<file path="config.mk">
export PLATFORM = sky130hd
export DESIGN_NAME = frame_disassembly_flat
export DESIGN_NICKNAME = d
export VERILOG_FILES = /design/src/rtl/frame_pkg.sv /design/src/rtl/frame_disassembly_if.sv /design/src/rtl/frame_disassembly_bit_sampler.sv /design/src/rtl/frame_disassembly.sv /design/src/flat_wrapper.sv
export SDC_FILE = /design/constraint.sdc
export NUM_CORES = 1
export LEC_CHECK = 0
export CORE_MARGIN = 3
export CORE_UTILIZATION = 28
export CTS_CLUSTER_DIAMETER = 40
export DETAILED_ROUTE_END_ITERATION = 8
export PLACE_DENSITY = 0.57
export SLEW_MARGIN = 40
export SYNTH_ARGS = -nofsm -noshare
export SYNTH_HDL_FRONTEND = slang
export SYNTH_HIERARCHICAL = 1
export SYNTH_SLANG_ARGS = --single-unit
</file>
<file path="constraint.sdc">
create_clock -name clk -period 2.04 [get_ports clk]
set_input_delay 0.408 -clock clk [delete_from_list [all_inputs] [get_ports clk]]
set_output_delay 0.408 -clock clk [all_outputs]
set_load 0.005 [all_outputs]
</file>
<file path="src/rtl/frame_pkg.sv">
// Frame definition shared by the optical link transmitter and receiver.
// Both ends import these constants so the frame layout is defined in one place.
package frame_pkg;

  localparam int SYNC_W = 6;
  localparam logic [SYNC_W-1:0] SYNC_PATTERN = 6'b111110;
  localparam int DATA_W = 8;
  localparam int TRAIL_W = 6;
  // One bit counter serves both the payload and the trailer field
  localparam int CNT_W = $clog2((DATA_W > TRAIL_W) ? DATA_W : TRAIL_W);

  typedef enum logic [1:0] {
    HUNT,
    DATA,
    TRAIL
  } rx_state_t;

endpackage

</file>
<file path="src/rtl/frame_disassembly_if.sv">
// Receive-side output bundle: recovered sample plus link status.
// The master modport drives the bundle; the slave modport is for the FIFO, LEDs and display.
interface frame_disassembly_if;

  logic [frame_pkg::DATA_W-1:0] data_out;
  logic                         data_valid;
  logic                         frame_err;
  logic                         locked;
  logic [15:0]                  frame_count;

  modport master (
    output data_out,
    output data_valid,
    output frame_err,
    output locked,
    output frame_count
  );

  modport slave (
    input data_out,
    input data_valid,
    input frame_err,
    input locked,
    input frame_count
  );

endinterface

</file>
<file path="src/rtl/frame_disassembly_bit_sampler.sv">
// Bit clock recovery: synchronises the raw line and produces one mid-bit sample strobe per line bit.
// Every transition restarts the phase counter, so the sample point re-centres on each edge.
module bit_sampler #(
  parameter int OVERSAMPLE = 4
) (
  input  logic clk,
  input  logic rst_n,
  input  logic din,
  output logic sample_strobe,
  output logic sample_bit
);

  localparam int PH_W = $clog2(OVERSAMPLE);
  localparam logic [PH_W-1:0] PH_LAST = PH_W'(OVERSAMPLE - 1);
  localparam logic [PH_W-1:0] PH_MID  = PH_W'(OVERSAMPLE / 2);
  localparam logic [PH_W-1:0] PH_ONE  = PH_W'(1);

  // [0],[1] form the two-flop synchroniser; [2] is the delayed copy for edge detection
  logic [2:0]      pipe_reg;
  logic [PH_W-1:0] phase_reg;
  logic            line_edge;

  assign line_edge = pipe_reg[1] ^ pipe_reg[2];

  always_ff @(posedge clk or negedge rst_n) begin
    if (!rst_n) begin
      pipe_reg  <= '0;
      phase_reg <= '0;
    end else begin
      pipe_reg <= {pipe_reg[1:0], din};
      if (line_edge) begin
        phase_reg <= PH_ONE;
      end else if (phase_reg == PH_LAST) begin
        phase_reg <= '0;
      end else begin
        phase_reg <= phase_reg + PH_ONE;
      end
    end
  end

  assign sample_strobe = (phase_reg == PH_MID);
  assign sample_bit    = pipe_reg[1];

endmodule

</file>
<file path="src/rtl/frame_disassembly.sv">
// Optical receiver frame decoder: hunts for the sync header, captures the payload and
// checks the all-zero trailer, reporting good samples, framing errors and link lock.
module frame_disassembly
  import frame_pkg::*;
#(
  parameter int OVERSAMPLE  = 4,
  parameter int LOCK_FRAMES = 4
) (
  input  logic                 clk,
  input  logic                 rst_n,
  input  logic                 din,
  frame_disassembly_if.master  rx
);

  localparam int RUN_W = $clog2(LOCK_FRAMES + 1);
  localparam logic [RUN_W-1:0] RUN_MAX   = RUN_W'(LOCK_FRAMES);
  localparam logic [CNT_W-1:0] DATA_LAST = CNT_W'(DATA_W - 1);
  localparam logic [CNT_W-1:0] TRAIL_LAST = CNT_W'(TRAIL_W - 1);

  logic sample_strobe;
  logic sample_bit;

  bit_sampler #(
    .OVERSAMPLE (OVERSAMPLE)
  ) u_bit_sampler (
    .clk           (clk),
    .rst_n         (rst_n),
    .din           (din),
    .sample_strobe (sample_strobe),
    .sample_bit    (sample_bit)
  );

  rx_state_t         state_reg;
  logic [SYNC_W-1:0] hist_reg;
  logic [DATA_W-1:0] payload_reg;
  logic [CNT_W-1:0]  bit_cnt_reg;
  logic              trail_err_reg;
  logic [RUN_W-1:0]  run_reg;
  logic [DATA_W-1:0] data_out_reg;
  logic              data_valid_reg;
  logic              frame_err_reg;
  logic              locked_reg;
  logic [15:0]       frame_count_reg;

  logic [SYNC_W-1:0] hist_next;
  logic              frame_bad_next;
  logic [RUN_W-1:0]  run_next;

  always_comb begin
    hist_next      = {hist_reg[SYNC_W-2:0], sample_bit};
    frame_bad_next = trail_err_reg | sample_bit;
    run_next       = (run_reg == RUN_MAX) ? run_reg : run_reg + RUN_W'(1);
  end

  always_ff @(posedge clk or negedge rst_n) begin
    if (!rst_n) begin
      state_reg       <= HUNT;
      hist_reg        <= '0;
      payload_reg     <= '0;
      bit_cnt_reg     <= '0;
      trail_err_reg   <= 1'b0;
      run_reg         <= '0;
      data_out_reg    <= '0;
      data_valid_reg  <= 1'b0;
      frame_err_reg   <= 1'b0;
      locked_reg      <= 1'b0;
      frame_count_reg <= '0;
    end else begin
      data_valid_reg <= 1'b0;
      frame_err_reg  <= 1'b0;
      if (sample_strobe) begin
        case (state_reg)
          HUNT: begin
            hist_reg <= hist_next;
            if (hist_next == SYNC_PATTERN) begin
              state_reg   <= DATA;
              bit_cnt_reg <= '0;
            end
          end
          DATA: begin
            // LSB first: the first payload bit ends up in bit 0
            payload_reg <= {sample_bit, payload_reg[DATA_W-1:1]};
            if (bit_cnt_reg == DATA_LAST) begin
              state_reg     <= TRAIL;
              bit_cnt_reg   <= '0;
              trail_err_reg <= 1'b0;
            end else begin
              bit_cnt_reg <= bit_cnt_reg + CNT_W'(1);
            end
          end
          TRAIL: begin
            trail_err_reg <= frame_bad_next;
            if (bit_cnt_reg == TRAIL_LAST) begin
              // Clearing the history keeps trailer bits out of the next header match
              state_reg   <= HUNT;
              hist_reg    <= '0;
              bit_cnt_reg <= '0;
              if (frame_bad_next) begin
                frame_err_reg <= 1'b1;
                run_reg       <= '0;
                locked_reg    <= 1'b0;
              end else begin
                data_out_reg    <= payload_reg;
                data_valid_reg  <= 1'b1;
                frame_count_reg <= frame_count_reg + 16'd1;
                run_reg         <= run_next;
                if (run_next == RUN_MAX) begin
                  locked_reg <= 1'b1;
                end
              end
            end else begin
              bit_cnt_reg <= bit_cnt_reg + CNT_W'(1);
            end
          end
          default: state_reg <= HUNT;
        endcase
      end
    end
  end

  assign rx.data_out    = data_out_reg;
  assign rx.data_valid  = data_valid_reg;
  assign rx.frame_err   = frame_err_reg;
  assign rx.locked      = locked_reg;
  assign rx.frame_count = frame_count_reg;

endmodule

</file>
<file path="src/flat_wrapper.sv">
// flat-port wrapper written by rule: the top's interface ports become plain ports
module frame_disassembly_flat import frame_pkg::*;
#(
  parameter int OVERSAMPLE  = 4,
  parameter int LOCK_FRAMES = 4
)
  (clk, rst_n, din, rx_data_out, rx_data_valid, rx_frame_err, rx_locked, rx_frame_count);
  frame_disassembly_if rx_i ();
  input  logic clk;
  input  logic rst_n;
  input  logic din;
  output wire logic [$bits(rx_i.data_out)-1:0] rx_data_out;
  output wire logic [$bits(rx_i.data_valid)-1:0] rx_data_valid;
  output wire logic [$bits(rx_i.frame_err)-1:0] rx_frame_err;
  output wire logic [$bits(rx_i.locked)-1:0] rx_locked;
  output wire logic [$bits(rx_i.frame_count)-1:0] rx_frame_count;
  assign rx_data_out = rx_i.data_out;
  assign rx_data_valid = rx_i.data_valid;
  assign rx_frame_err = rx_i.frame_err;
  assign rx_locked = rx_i.locked;
  assign rx_frame_count = rx_i.frame_count;
  frame_disassembly #(.OVERSAMPLE(OVERSAMPLE), .LOCK_FRAMES(LOCK_FRAMES)) u_core (.clk(clk), .rst_n(rst_n), .din(din), .rx(rx_i));
endmodule
</file>
=== Yosys cells after proc, flatten, opt, wreduce, memory -nomap -nowiden ===
Cells that the tools add are included.

* Flip-flop bits (word level): 54
* Output and inout port bits: 27
* Memory bits (read-only): 0
* Logic and storage cells: 71
* Memories kept: 0
* Memory bits (writable): 0
* Input port bits: 3
* Latch bits: 0

* Equality and inequality tests: 12
* Shift operators: 0
* Reduce and logical (&&, ||, !) cells: 13
* Muxes and demuxes: 26
* Divide/modulo/power cells: 0
* $mul: 0
* Order comparisons: 0
* Bitwise logic cells: 3
* $add $sub $neg: 4

{| class="wikitable"
|+ Operators by type and width
! cell !! count
|-
| adder 16 x 1 -> 16 bit, second input constant || 1
|-
| 2-to-1 mux 3 bit || 5
|-
| == test 3 bit, second input constant || 4
|-
| AND reduction 3 bit || 4
|-
| AND reduction 4 bit || 3
|-
| 2-to-1 mux 1 bit || 11
|-
| 2-to-1 mux 2 bit || 5
|-
| case mux 5 bit (2 select lines) || 1
|-
| case mux 3 bit (3 select lines) || 1
|-
| adder 3 x 1 -> 3 bit, second input constant || 2
|-
| == test 2 bit, second input constant || 3
|-
| == test 6 bit, second input constant || 1
|-
| != test 2 x 1 -> 1 bit, second input constant || 3
|-
| case mux 2 bit (3 select lines) || 1
|-
| nonzero test 2 bit || 3
|-
| 2-to-1 mux 5 bit || 1
|-
| nonzero test 3 bit || 1
|-
| adder 2 x 1 -> 2 bit, second input constant || 1
|-
| == test 2 x 1 -> 1 bit, second input constant || 1
|-
| zero test 2 bit || 1
|-
| case mux 1 bit (2 select lines) || 1
|-
| AND reduction 2 bit || 1
|-
| NOT 1 bit || 1
|-
| OR 1 bit || 1
|-
| bitwise XOR 1 bit || 1
|}

=== Logic depth before layout (Yosys ltp) ===
* Word-level depth: 5
* Mapped depth: 9
* Gate-level depth less buffers: 7

=== Hierarchy ===
Netlist, hierarchy kept.

{| class="wikitable"
|+ Modules (own cells, without submodules)
! module !! area an instance (um2) !! cells an instance !! sequential area each (um2) !! times used
|-
| frame_disassembly || 2307.2 || 211 || 1226.2 || 1
|-
| bit_sampler || 173.9 || 11 || 125.1 || 1
|}

=== Worst setup path after synthesis ===
Ideal clock, no wire load.

* Path kind: register to register
* From: register u_core.state_reg[0]
* To: register u_core.frame_count_reg[14] (netlist: u_core/rx.frame_count[14])
* Data required time: 1.961 ns
* Slack: 0.173 ns
* Path buffers: 1
* Arrival time: 1.788 ns
* Library setup time: 0.079 ns
* Period minus slack after synthesis: 1.867 ns
* Cell stages (with the launch flop): 8
* Cell sequence: dfrtp_1 inv_1 ha_1 nand4_4 or4b_1 buf_2 nor3_2 xor2_1

* Cells in the longest elaborated chain, start to end: 2

{| class="wikitable"
|+ Ends and longest elaborated chain
! what !! RTL line !! RTL
|-
| start, declared || frame_disassembly.sv:33 || <nowiki>rx_state_t state_reg;</nowiki>
|-
| start signal, assigned || frame_disassembly.sv:57 || <nowiki>state_reg <= HUNT;</nowiki>
|-
| start signal, assigned || frame_disassembly.sv:76 || <nowiki>state_reg <= DATA;</nowiki>
|-
| start signal, assigned || frame_disassembly.sv:84 || <nowiki>state_reg <= TRAIL;</nowiki>
|-
| == test 2 bit || frame_disassembly.sv:72 || <nowiki>case (state_reg)</nowiki>
|-
| AND reduction 4 bit (no line) || - ||
|-
| end signal, assigned || frame_disassembly.sv:105 || <nowiki>frame_count_reg <= frame_count_reg + 16'd1;</nowiki>
|-
| end, declared || frame_disassembly.sv:43 || <nowiki>logic [15:0] frame_count_reg;</nowiki>
|}

No other way between the ends.
A chain may end at the register's enable or synchronous reset.

=== Final worst setup path ===
* From: register u_core.bit_cnt_reg[1]
* To: register u_core.frame_count_reg[9] (netlist: u_core/rx.frame_count[9])

* Cells in the longest elaborated chain, start to end: 2

{| class="wikitable"
|+ Ends and longest elaborated chain
! what !! RTL line !! RTL
|-
| start, declared || frame_disassembly.sv:36 || <nowiki>logic [CNT_W-1:0] bit_cnt_reg;</nowiki>
|-
| start signal, assigned || frame_disassembly.sv:88 || <nowiki>bit_cnt_reg <= bit_cnt_reg + CNT_W'(1);</nowiki>
|-
| start signal, assigned || frame_disassembly.sv:112 || <nowiki>bit_cnt_reg <= bit_cnt_reg + CNT_W'(1);</nowiki>
|-
| == test 3 bit || frame_disassembly.sv:93 || <nowiki>if (bit_cnt_reg == TRAIL_LAST) begin</nowiki>
|-
| AND reduction 4 bit (no line) || - ||
|}

No other way between the ends.

==> flow_metrics.py <==
metrics = {
    "sta": {
        "drv_slew": 0,
        "rsz0062_at_grt": "no",
        "final.setup.worst_slack_ps": 152,
        "post-route-min-period_ps": 1890,
        "finalSetupViolations": 0,
        "tns_ps": 0,
        "fmax_mhz": 530,
        "slew_headroom_pct": 76.3,
        "finClkSkew_ps": 8.53,
        "finalCritPeriodShare_pct": 92.6,
        "worst-slew-pin-transition_ps": 355,
        "hold_viol": 0,
    },
    "critical_path": {
        "cp_num_buf_inv": 3,
        "path_delay_family": "simple AND/OR/NAND/NOR gates",
        "cp_max_fo": 8,
        "crit_path_start_kind": "register",
        "crit_path_end_kind": "register",
        "required_ps": 2240,
        "crit_slowest_cell": "dfrtp_1",
        "crit_path_frequent_cell": "buf_4",
        "path_class": "reg -> reg",
        "crit_arrival_ps": 2090,
        "crit_chain": "inv_1 > ha_2 > nand4_4 > buf_4 > nor4_1 > buf_4 > nand4_1 > xnor2_1",
        "critPathMaxStageDelay_ps": 420,
    },
    "outcome": {
        "outcome": "finished clean",
    },
    "power": {
        "seqPwrFrac_pct": 57.7,
        "p_switching_mw": 0.456,
        "power_density_nw_per_um2": 650,
        "p_comb_share_pct": 6.7,
        "p_total_mw": 2.01,
        "ir_worst_vdd_mv": 0.310,
        "pwr-share-clk_pct": 35.6,
        "switching_share_pct": 22.6,
        "power_leakage_nw": 1.46,
        "p_int_mw": 1.56,
    },
    "die": {
        "ioPinCount": 30,
        "start_util_pct": 29.5,
        "die_area_sq_um": 10000,
        "core-area_sq_um": 8420,
        "num_rows": 33,
        "fp.dieH_microns": 100,
        "die_w_microns": 100,
    },
    "synth": {
        "ys_warn_count": 6,
        "ys_top_cells_by_area": "dfrtp_1 (54%), ha_1 (6.6%), nand2_1 (5.4%)",
        "synth_edf_count": 0,
        "synth-seq-cells": 54,
        "ys.flop_type": "dfrtp_1",
        "syn-cell-area_sq_um": 2480,
        "yosysSeqAreaShare_pct": 54.5,
        "yosysTopAreaCell": "dfrtp_1",
        "yosysTopAreaCellShare_pct": 54.5,
        "syn_nets": 238,
        "async_flop_share_pct": 100,
        "ys_types": 45,
        "syn_inst": 222,
        "synth.avg_cell_area_sq_um": 11.2,
    },
    "placement": {
        "dp_cells": 364,
        "dpl.hpwl_microns": 3500,
        "globalplace.congestion": 0.885,
        "port_buffers": 29,
        "dp_slack_ps": 88.0,
        "placed_area_sq_um": 2980,
    },
    "global_route": {
        "grt_pass1_vias": 1713,
        "antenna_found_initial": 0,
        "grt_overflow": 0,
        "grt_max_degree": 55,
        "grt_use_total_pct": 10.1,
        "grt_first_pass_wirelength_microns": 8290,
    },
    "routing": {
        "routed_wl_microns": 4810,
        "vias": 1711,
        "dr.pass1.iters": 4,
        "antenna_left": 0,
        "avgRoutedWirePerCell_microns": 12.9,
        "drt_iter0_drc": 55,
        "via_per_inst": 4.60,
        "drcViolationCount": 0,
    },
    "cts": {
        "cts-root-buf": "clkbuf_8",
        "cts-buffers-inserted": 5,
        "cts_setup_buffers": 0,
        "clock_latency_ps": 300,
        "holdBufCountCts": 0,
        "clkTransAtPathRegs_ps": 100,
        "ctsResizeCount": 0,
        "htreeDepth": 2,
        "clock_path_buffers": 2,
        "cts_tree": "yes",
        "cts.sink_count": 54,
    },
    "cells_and_area": {
        "largest_register_ffs": 16,
        "area_delta_synth_final_pct": 24.9,
        "diodes": 0,
        "final_nets": 282,
        "post_route_cells_drive_above_1_share_pct": 13.5,
        "finish.cell_count_without_fillers": 372,
        "stdcell_area_sq_um": 3100,
    },
    "run": {
        "drv_cap": 0,
    },
    "min_path": {
        "holdCritPathClass": "in -> async",
    },
}
through the flow:
stage / hold slack, ps / utilization (%)
global route: 86.8 / 36.8
CTS: 99.1 / 36.7
floorplan: 112 / -
detailed placement: 348 / 35.4
global placement: 341 / 35.4
finish: 77.2 / 36.8
placed cells by master (no fill, tap or decap), types with 9 or more instances in the layout:
cell	count
nand2_1	36
mux2_2	9
clkdlybuf4s50_1	28
inv_1	9
dfrtp_1	54
xnor2_1	10
ha_1	12
nand3_1	10
nor2_1	10
buf_4	11
synthesized netlist by cell type, types with 2 or more instances:
| cell type | number |
|---|---|
| mux2_2 | 9 |
| dfrtp_1 | 54 |
| xor2_1 | 6 |
| nor2_1 | 10 |
| a21oi_1 | 6 |
| o21ai_0 | 6 |
| a31oi_1 | 4 |
| ha_1 | 13 |
| inv_1 | 9 |
| nand4_1 | 3 |
| nor2b_1 | 3 |
| nand2b_1 | 3 |
| and3_1 | 3 |
| a22o_1 | 6 |
| nand3_1 | 10 |
| nand2_1 | 36 |
| and2b_1 | 3 |
| o22a_1 | 2 |
| xnor2_1 | 10 |
cells by family after synthesis:
group | Yosys count | share of synthesized area (%)
buffers and inverters | 13 | 2.17
adders and majority gates | 13 | 6.56
and+or+nand+nor | 82 | 16.9
xor gates and xnor gates | 16 | 5.65
muxes | 10 | 4.49
AOI/OAI and AO/OA | 34 | 9.78
DFF | 54 | 54.5
worst paths after layout:
kind / from / endpoint / slack (ps) / cells after the start
max: u_core/bit_cnt_reg[1] / u_core/rx.frame_count[9] / 150 / 8
min: rst_n / u_core/u_bit_sampler/phase_reg[0] / 80 / 2
max reg2reg: u_core/bit_cnt_reg[1] / u_core/rx.frame_count[9] / 150 / 8
min reg2reg: u_core/u_bit_sampler/pipe_reg[0] / u_core/u_bit_sampler/pipe_reg[1] / 370 / 0
max in group asynchronous: rst_n / u_core/run_reg[0] / 1700 / 2
min in group clk: u_core/u_bit_sampler/pipe_reg[0] / u_core/u_bit_sampler/pipe_reg[1] / 370 / 0
worst register-to-register path, delay by kind of cell, from the launching register on:
kind / cells / cell delay (ps)
xor gates and xnor gates: 1 / 140
buffers and inverters: 3 / 460
DFF: 1 / 420
and+or+nand+nor: 3 / 520
adders and majority gates: 1 / 250
routing by layer:
layer / vias up / routed length, microns / GRT usage, % / share of wire (%)
met5: - / 0 / 0 / 0
met4: 0 / 63 / 2.49 / 1.3
met3: 10 / 225 / 2.71 / 4.7
met2: 37 / 2060 / 15.0 / 43
met1: 811 / 2460 / 14.6 / 51
li1: 853 / - / - / -
final cells by class:
type	instances	area [sq um]
Fill cell	834	5320
Tap cell	105	131
Sequential cell	54	1350
Timing Repair Buffer	41	388
Inverter	9	33.8
Multi-Input combinational cell	155	1080
Clock buffer	5	68.8
Clock inverter	3	43.8
power groups by stage:
stage / registers [mW] / logic (mW) / clock network (mW)
after CTS: 1.16 / 0.138 / 0.751
after global routing: 1.17 / 0.154 / 0.790
after detailed placement: 1.18 / 0.140 / 0
after floorplan: 1.17 / 0.0821 / 0
after global placement: 1.18 / 0.136 / 0
final: 1.16 / 0.134 / 0.718
(Power assumes the default switching activity.)
